### src/rtl/bcp_pkg.sv
// Shared definitions for the BCP pass scheduler: FSM encoding and implication width.
package bcp_pkg;

  typedef enum logic [2:0] {
    ST_IDLE,
    ST_FETCH,
    ST_LOAD,
    ST_EVAL,
    ST_COLLECT,
    ST_DONE
  } bcp_state_t;

  // Width of an encoded implication (variable index); never below one bit.
  function automatic int impl_width(input int var_num);
    return (var_num > 1) ? $clog2(var_num) : 1;
  endfunction

endpackage

### src/rtl/bcp_impl_fifo.sv
// Implication queue: synchronous FIFO with flush; push is accepted when full if a pop occurs the same cycle.
module bcp_impl_fifo #(
  parameter int W     = 3,
  parameter int DEPTH = 4
) (
  input  logic         clock,
  input  logic         reset,
  input  logic         flush,
  input  logic         push,
  input  logic [W-1:0] push_data,
  input  logic         pop,
  output logic [W-1:0] pop_data,
  output logic         full,
  output logic         empty
);

  localparam int AW = (DEPTH > 1) ? $clog2(DEPTH) : 1;

  logic [W-1:0]  mem [DEPTH];
  logic [AW-1:0] wr_ptr;
  logic [AW-1:0] rd_ptr;
  logic [AW:0]   count;
  logic          push_ok;
  logic          pop_ok;

  assign full     = (count == (AW+1)'(DEPTH));
  assign empty    = (count == '0);
  assign push_ok  = push & (~full | pop);
  assign pop_ok   = pop & ~empty;
  assign pop_data = empty ? '0 : mem[rd_ptr];

  always_ff @(posedge clock or negedge reset) begin
    if (!reset) begin
      wr_ptr <= '0;
      rd_ptr <= '0;
      count  <= '0;
    end else if (flush) begin
      wr_ptr <= '0;
      rd_ptr <= '0;
      count  <= '0;
    end else begin
      if (push_ok) wr_ptr <= wr_ptr + 1'b1;
      if (pop_ok)  rd_ptr <= rd_ptr + 1'b1;
      count <= count + {{AW{1'b0}}, push_ok} - {{AW{1'b0}}, pop_ok};
    end
  end

  always_ff @(posedge clock) begin
    if (push_ok && !flush) mem[wr_ptr] <= push_data;
  end

endmodule

### src/rtl/bcp_scheduler.sv
// Runs one BCP pass: loads clauses into a bank of checkers, fires them, and
// gathers unit implications in slot order into the implication queue.
//
//   state   | meaning
//   IDLE    | waiting for start
//   FETCH   | read strobe for clause ptr
//   LOAD    | broadcast clause, init pulse to current slot
//   EVAL    | en pulse to every loaded slot
//   COLLECT | scan one slot per cycle, push units, stall on full queue
//   DONE    | one-cycle done pulse
module bcp_scheduler
  import bcp_pkg::*;
#(
  parameter int VAR_NUM   = 8,
  parameter int NUM_CHK   = 4,
  parameter int CLAUSE_AW = 4,
  parameter int QDEPTH    = 4,
  localparam int IMPL_W   = impl_width(VAR_NUM)
) (
  input  logic                      clock,
  input  logic                      reset,
  input  logic                      start,
  input  logic                      abort,
  input  logic [CLAUSE_AW:0]        num_clauses,
  output logic                      mem_rd,
  output logic [CLAUSE_AW-1:0]      mem_addr,
  input  logic [VAR_NUM-1:0]        mem_type,
  input  logic [VAR_NUM-1:0]        mem_mask,
  input  logic [VAR_NUM-1:0]        mem_size,
  output logic [VAR_NUM-1:0]        chk_type,
  output logic [VAR_NUM-1:0]        chk_mask,
  output logic [VAR_NUM-1:0]        chk_size,
  output logic [NUM_CHK-1:0]        chk_init,
  output logic [NUM_CHK-1:0]        chk_en,
  input  logic [NUM_CHK-1:0]        chk_unit,
  input  logic [NUM_CHK*IMPL_W-1:0] chk_impl,
  output logic                      impl_valid,
  output logic [IMPL_W-1:0]         impl_var,
  input  logic                      impl_ready,
  output logic                      busy,
  output logic                      done
);

  localparam int SW   = (NUM_CHK > 1) ? $clog2(NUM_CHK) : 1;
  localparam int CW   = CLAUSE_AW + 1;
  localparam int MAXN = 1 << CLAUSE_AW;

  bcp_state_t         state, state_nxt;
  logic [CW-1:0]      n_clauses;
  logic [CW-1:0]      ptr;
  logic [CW-1:0]      ptr_inc;
  logic [CW-1:0]      num_sat;
  logic [SW-1:0]      slot;
  logic [SW-1:0]      scan;
  logic [NUM_CHK-1:0] loaded;
  logic               last_load;
  logic               last_scan;
  logic               fifo_push;
  logic               fifo_pop;
  logic               fifo_full;
  logic               fifo_empty;
  logic               stall;
  logic               scan_unit;
  logic [IMPL_W-1:0]  scan_impl;

  assign num_sat    = (num_clauses > CW'(MAXN)) ? CW'(MAXN) : num_clauses;
  assign ptr_inc    = ptr + 1'b1;
  assign last_load  = (ptr_inc == n_clauses) || (slot == SW'(NUM_CHK - 1));
  assign last_scan  = (scan == SW'(NUM_CHK - 1));
  assign impl_valid = ~fifo_empty;
  assign fifo_pop   = impl_valid & impl_ready;
  assign stall      = fifo_full & ~fifo_pop;
  assign scan_unit  = loaded[scan] & chk_unit[scan];
  assign scan_impl  = chk_impl[int'(scan)*IMPL_W +: IMPL_W];
  assign busy       = (state != ST_IDLE);

  always_comb begin
    state_nxt = state;
    mem_rd    = 1'b0;
    mem_addr  = '0;
    chk_type  = '0;
    chk_mask  = '0;
    chk_size  = '0;
    chk_init  = '0;
    chk_en    = '0;
    fifo_push = 1'b0;
    done      = 1'b0;
    case (state)
      ST_IDLE: begin
        if (start) state_nxt = (num_sat == '0) ? ST_DONE : ST_FETCH;
      end
      ST_FETCH: begin
        mem_rd    = 1'b1;
        mem_addr  = ptr[CLAUSE_AW-1:0];
        state_nxt = ST_LOAD;
      end
      ST_LOAD: begin
        chk_type       = mem_type;
        chk_mask       = mem_mask;
        chk_size       = mem_size;
        chk_init[slot] = 1'b1;
        state_nxt      = last_load ? ST_EVAL : ST_FETCH;
      end
      ST_EVAL: begin
        chk_en    = loaded;
        state_nxt = ST_COLLECT;
      end
      ST_COLLECT: begin
        if (!stall) begin
          fifo_push = scan_unit;
          if (last_scan) state_nxt = (ptr < n_clauses) ? ST_FETCH : ST_DONE;
        end
      end
      ST_DONE: begin
        done      = 1'b1;
        state_nxt = ST_IDLE;
      end
      default: state_nxt = ST_IDLE;
    endcase
    // abort overrides whatever the current state wanted to do
    if (abort) begin
      state_nxt = ST_IDLE;
      fifo_push = 1'b0;
      done      = 1'b0;
    end
  end

  always_ff @(posedge clock or negedge reset) begin
    if (!reset) begin
      state     <= ST_IDLE;
      n_clauses <= '0;
      ptr       <= '0;
      slot      <= '0;
      scan      <= '0;
      loaded    <= '0;
    end else if (abort) begin
      state  <= ST_IDLE;
      ptr    <= '0;
      slot   <= '0;
      scan   <= '0;
      loaded <= '0;
    end else begin
      state <= state_nxt;
      case (state)
        ST_IDLE: begin
          if (start) begin
            n_clauses <= num_sat;
            ptr       <= '0;
            slot      <= '0;
            scan      <= '0;
            loaded    <= '0;
          end
        end
        ST_LOAD: begin
          loaded[slot] <= 1'b1;
          ptr          <= ptr_inc;
          if (!last_load) slot <= slot + 1'b1;
        end
        ST_EVAL: scan <= '0;
        ST_COLLECT: begin
          if (!stall) begin
            if (last_scan) begin
              scan <= '0;
              if (ptr < n_clauses) begin
                loaded <= '0;
                slot   <= '0;
              end
            end else begin
              scan <= scan + 1'b1;
            end
          end
        end
        default: ;
      endcase
    end
  end

  bcp_impl_fifo #(
    .W     (IMPL_W),
    .DEPTH (QDEPTH)
  ) u_fifo (
    .clock     (clock),
    .reset     (reset),
    .flush     (abort),
    .push      (fifo_push),
    .push_data (scan_impl),
    .pop       (fifo_pop),
    .pop_data  (impl_var),
    .full      (fifo_full),
    .empty     (fifo_empty)
  );

endmodule

### config.mk
export PLATFORM = sky130hd
export DESIGN_NAME = bcp_scheduler
export DESIGN_NICKNAME = d
export VERILOG_FILES = /design/src/rtl/bcp_pkg.sv /design/src/rtl/bcp_impl_fifo.sv /design/src/rtl/bcp_scheduler.sv
export SDC_FILE = /design/constraint.sdc
export NUM_CORES = 1
export LEC_CHECK = 0
export BUFFER_PORTS_ARGS = -buffer_cell sky130_fd_sc_hd__buf_2
export CORE_MARGIN = 2
export CORE_UTILIZATION = 35
export DETAILED_ROUTE_END_ITERATION = 6
export GPL_ROUTABILITY_DRIVEN = 0
export PLACE_DENSITY = 0.65
export RECOVER_POWER = 25
export SYNTH_ARGS = -nofsm -noshare
export SYNTH_HDL_FRONTEND = slang
export SYNTH_SLANG_ARGS = --single-unit
### constraint.sdc
create_clock -name clock -period 2.8 [get_ports clock]
set_input_delay 0.14 -clock clock [delete_from_list [all_inputs] [get_ports clock]]
set_output_delay 0.14 -clock clock [all_outputs]
set_load 0.005 [all_outputs]
==> flow_summary_export.csv <==
group,metric,value,unit
finish,n_antenna_cell,0,
placed_design,place_inst,434,
logic_synthesis,synth.distinct_cells,44,
setup_path,crit_type,"reg -> reg",
logic_synthesis,ys_warn_count,0,
finish,area_growth,25.5,%
sta,tns,0,ps
drt,drt-wirelength-per-cell,13.9,um
logic_synthesis,netlist_instances,253,
clocking,cts_sinks,40,
run_status,outcome,"finished, violations left",
global_route,grtUsageTotal,15.3,%
clocking,clk_latency,290,ps
logic_synthesis,synthXorXnorAreaFrac,5.16,%
drt,drtIter0Drc,113,
setup_path,end_kind,"register",
logic_synthesis,synth_edf_count,12,
logic_synthesis,synth_top_family_by_area,"simple AND/OR/NAND/NOR gates",
placed_design,io_buffers,92,
global_route,grt_pass1_vias,2181,
setup_path,worstPathArrival,2630,ps
finish,drive_above_1_share,33.7,%
sta,skew,3.19,ps
logic_synthesis,syn-num-nets,321,
sta,drv_slew,29,
logic_synthesis,ys_seq_area_share,41.2,%
logic_synthesis,ys.flop_type,"dfrtp_1",
worst_hold_path,min_path_type,"in -> reg",
logic_synthesis,synth-compound-area-share,8.27,%
logic_synthesis,avgSynthCellArea,10.2,sq um
finish,fin_util,45.0,%
setup_path,cp.required,3020,ps
run_status,violations,"max-capacitance violations, max-slew violations",
setup_path,reg2reg_from,"u_fifo.count[1]",
clocking,clockBufferDepth,2,
drt,drtPass1Iterations,4,
finish,final_cells,443,
clocking,cts_setup_buffers,0,
sta,fmax,0.416,GHz
logic_synthesis,ys_async_sr_fraction,70.0,%
die,initial_core_util,35.9,%
sta,relSlewSlack,-6.99,%
die,rows,31,
logic_synthesis,ys_ff_latch,40,
drt,wirelength,6160,um
global_route,grt_max_degree,36,
logic_synthesis,synth-simple-area-share,25.8,%
die,die_area,8050,sq um
logic_synthesis,syn_area,2570,sq um
power,ir_drop,0.186,mV
sta,rsz0062_at_grt,"no",
logic_synthesis,synth_mux_area_share,6.66,%
drt,avgViaCountPerCell,4.85,
die,die_h,89.7,um
clocking,root_buffer,"clkbuf_8",
setup_path,cp-start-kind,"register",
sta,worst_slack,394,ps
logic_synthesis,yosys.area_share.adder,9.05,%
placed_design,pre_cts_slack,408,ps
worst_hold_path,min_from,"num_clauses[1]",
power,leakagePower,1.68,nW
clocking,cts_tree,"done",
sta,hold_slack,106,ps
global_route,grt_overflow,0,
sta,worstMarginPinSlew,1600,ps
sta,period_share,85.9,%
power,power.density,494,nW/um^2
global_route,antenna_found_initial,0,
finish,nets,411,
clocking,clkTransAtPathRegs,80,ps
sta,setup_viol,0,
clocking,h-tree-depth,2,
sta,min_period,2410,ps
drt,drc,0,
drt,vias,2150,
sta,final_hold_viol_count,0,
setup_path,worstSetupStartpoint,"u_fifo.count[1]",
global_route,grt_pass1_wl,10000,um
drt,postRouteAntennaNets,0,
clocking,numCtsBuffers,5,
die,design.core.area,7180,sq um
setup_path,crit_fanout,7,
die,num_io_pins,93,
job,maxCapViolations,1,
placed_design,place_hpwl,4880,um
die,die_w,89.7,um
-- report_power, final --
part	internal, W	switching (W)
registers	0.000645	0.0000571
logic	0.000220	0.000202
clock network	0.000264	0.000206
total	0.00113	0.000465
-- critical path: stages, from the launching register on --
cell	delay, ps
dfrtp_1	430
nor4b_1	910
nor3_4	160
ha_1	250
inv_1	80
fa_1	390
nor2_1	110
-- repair_timing --
item                       CTS  global route
hold endpoints to repair    28             0
setup endpoints to repair    0             0
gates resized for setup      0             0
hold buffers                 1             0
-- Yosys cell counts (2+ instances only) --
cell / instances / area (sq um)
a21oi_1: 6 / 30.0
a22o_1: 2 / 17.5
and2_1: 17 / 106
and3_1: 29 / 181
buf_2: 3 / 15.0
clkbuf_1: 9 / 33.8
dfrtp_1: 28 / 701
edfxtp_1: 12 / 360
ha_1: 17 / 213
inv_1: 13 / 48.8
mux4_2: 6 / 135
nand2_1: 15 / 56.3
nand2b_1: 9 / 56.3
nand3_1: 5 / 25.0
nor2_1: 25 / 93.8
nor2b_1: 3 / 18.8
nor3_1: 4 / 20.0
o21ai_0: 10 / 50.1
o21ai_1: 4 / 20.0
or3_1: 3 / 18.8
xnor2_1: 5 / 43.8
xnor3_1: 2 / 45.0
xor2_1: 5 / 43.8
-- cells by family (layout without fill, tap and decap cells) --
| group | after synthesis | in the layout |
|---|---|---|
| AND/OR/NAND/NOR | 118 | 118 |
| buffers and inverters | 25 | 116 |
| adder cells (fa/ha/maj) | 18 | 18 |
| flip-flops | 40 | 40 |
| XOR/XNOR | 12 | 12 |
| multiplexers | 9 | 9 |
| AO/OA/AOI/OAI | 31 | 31 |
-- area by class of cell --
type / instances / area [sq um]
clock buffer: 5 / 68.8
multi-input combinational: 188 / 1400
clock inverter: 3 / 42.5
sequential: 40 / 1060
timing repair buffer: 95 / 484
tap: 99 / 124
fill: 688 / 3950
inverter: 13 / 48.8
-- per-stage QoR --
| step | area [sq um] | power, W |
|---|---|---|
| after CTS | 3240 | 0.00163 |
| after global routing | 3230 | 0.00170 |
| after floorplan | 2570 | 0.00100 |
| final | 3230 | 0.00159 |
| after global placement | 3120 | 0.00114 |
| after detailed placement | 3120 | 0.00115 |
-- worst paths after layout --
check | endpoint | depth (start not counted) | slack [ps]
max | u_fifo.count[1] | 6 | 390
min | n_clauses[1] | 3 | 110
min in group asynchronous | n_clauses[1] | 2 | 780
min reg2reg | n_clauses[3] | 2 | 500
max in group asynchronous | state[2] | 2 | 1090
max reg2reg | u_fifo.count[1] | 6 | 390
-- routing by layer --
metal | vias to the layer above | GRT usage, % | share of wire, %
met5 | - | 0 | 0
met4 | 0 | 5.64 | 0.67
met3 | 3 | 2.18 | 5.2
met2 | 74 | 28.9 | 53
met1 | 1008 | 17.3 | 41
li1 | 1065 | - | -
-- flip-flops by register name (all words and copies together) (netlist names) --
register,flops
scan,2
u_fifo.rd_ptr,2
u_fifo.mem,12
slot,2
ptr,5
loaded,4
state,3
u_fifo.count,3
n_clauses,5
u_fifo.wr_ptr,2
-- placed cells by master, fill, tap and decap left out, types with 5 or more instances in the layout --
master | synthesis | layout
clkbuf_8 | 0 | 5
edfxtp_1 | 12 | 12
buf_2 | 3 | 91
and2_1 | 17 | 16
nand2_1 | 15 | 15
nand2b_1 | 9 | 9
xor2_1 | 5 | 5
ha_1 | 17 | 17
nor2_1 | 25 | 25
inv_1 | 13 | 13
and3_1 | 29 | 29
dfrtp_1 | 28 | 28
a21oi_1 | 6 | 6
mux4_2 | 6 | 6
o21ai_0 | 10 | 10
nand3_1 | 5 | 5
xnor2_1 | 5 | 5
(Power assumes the default switching activity.)
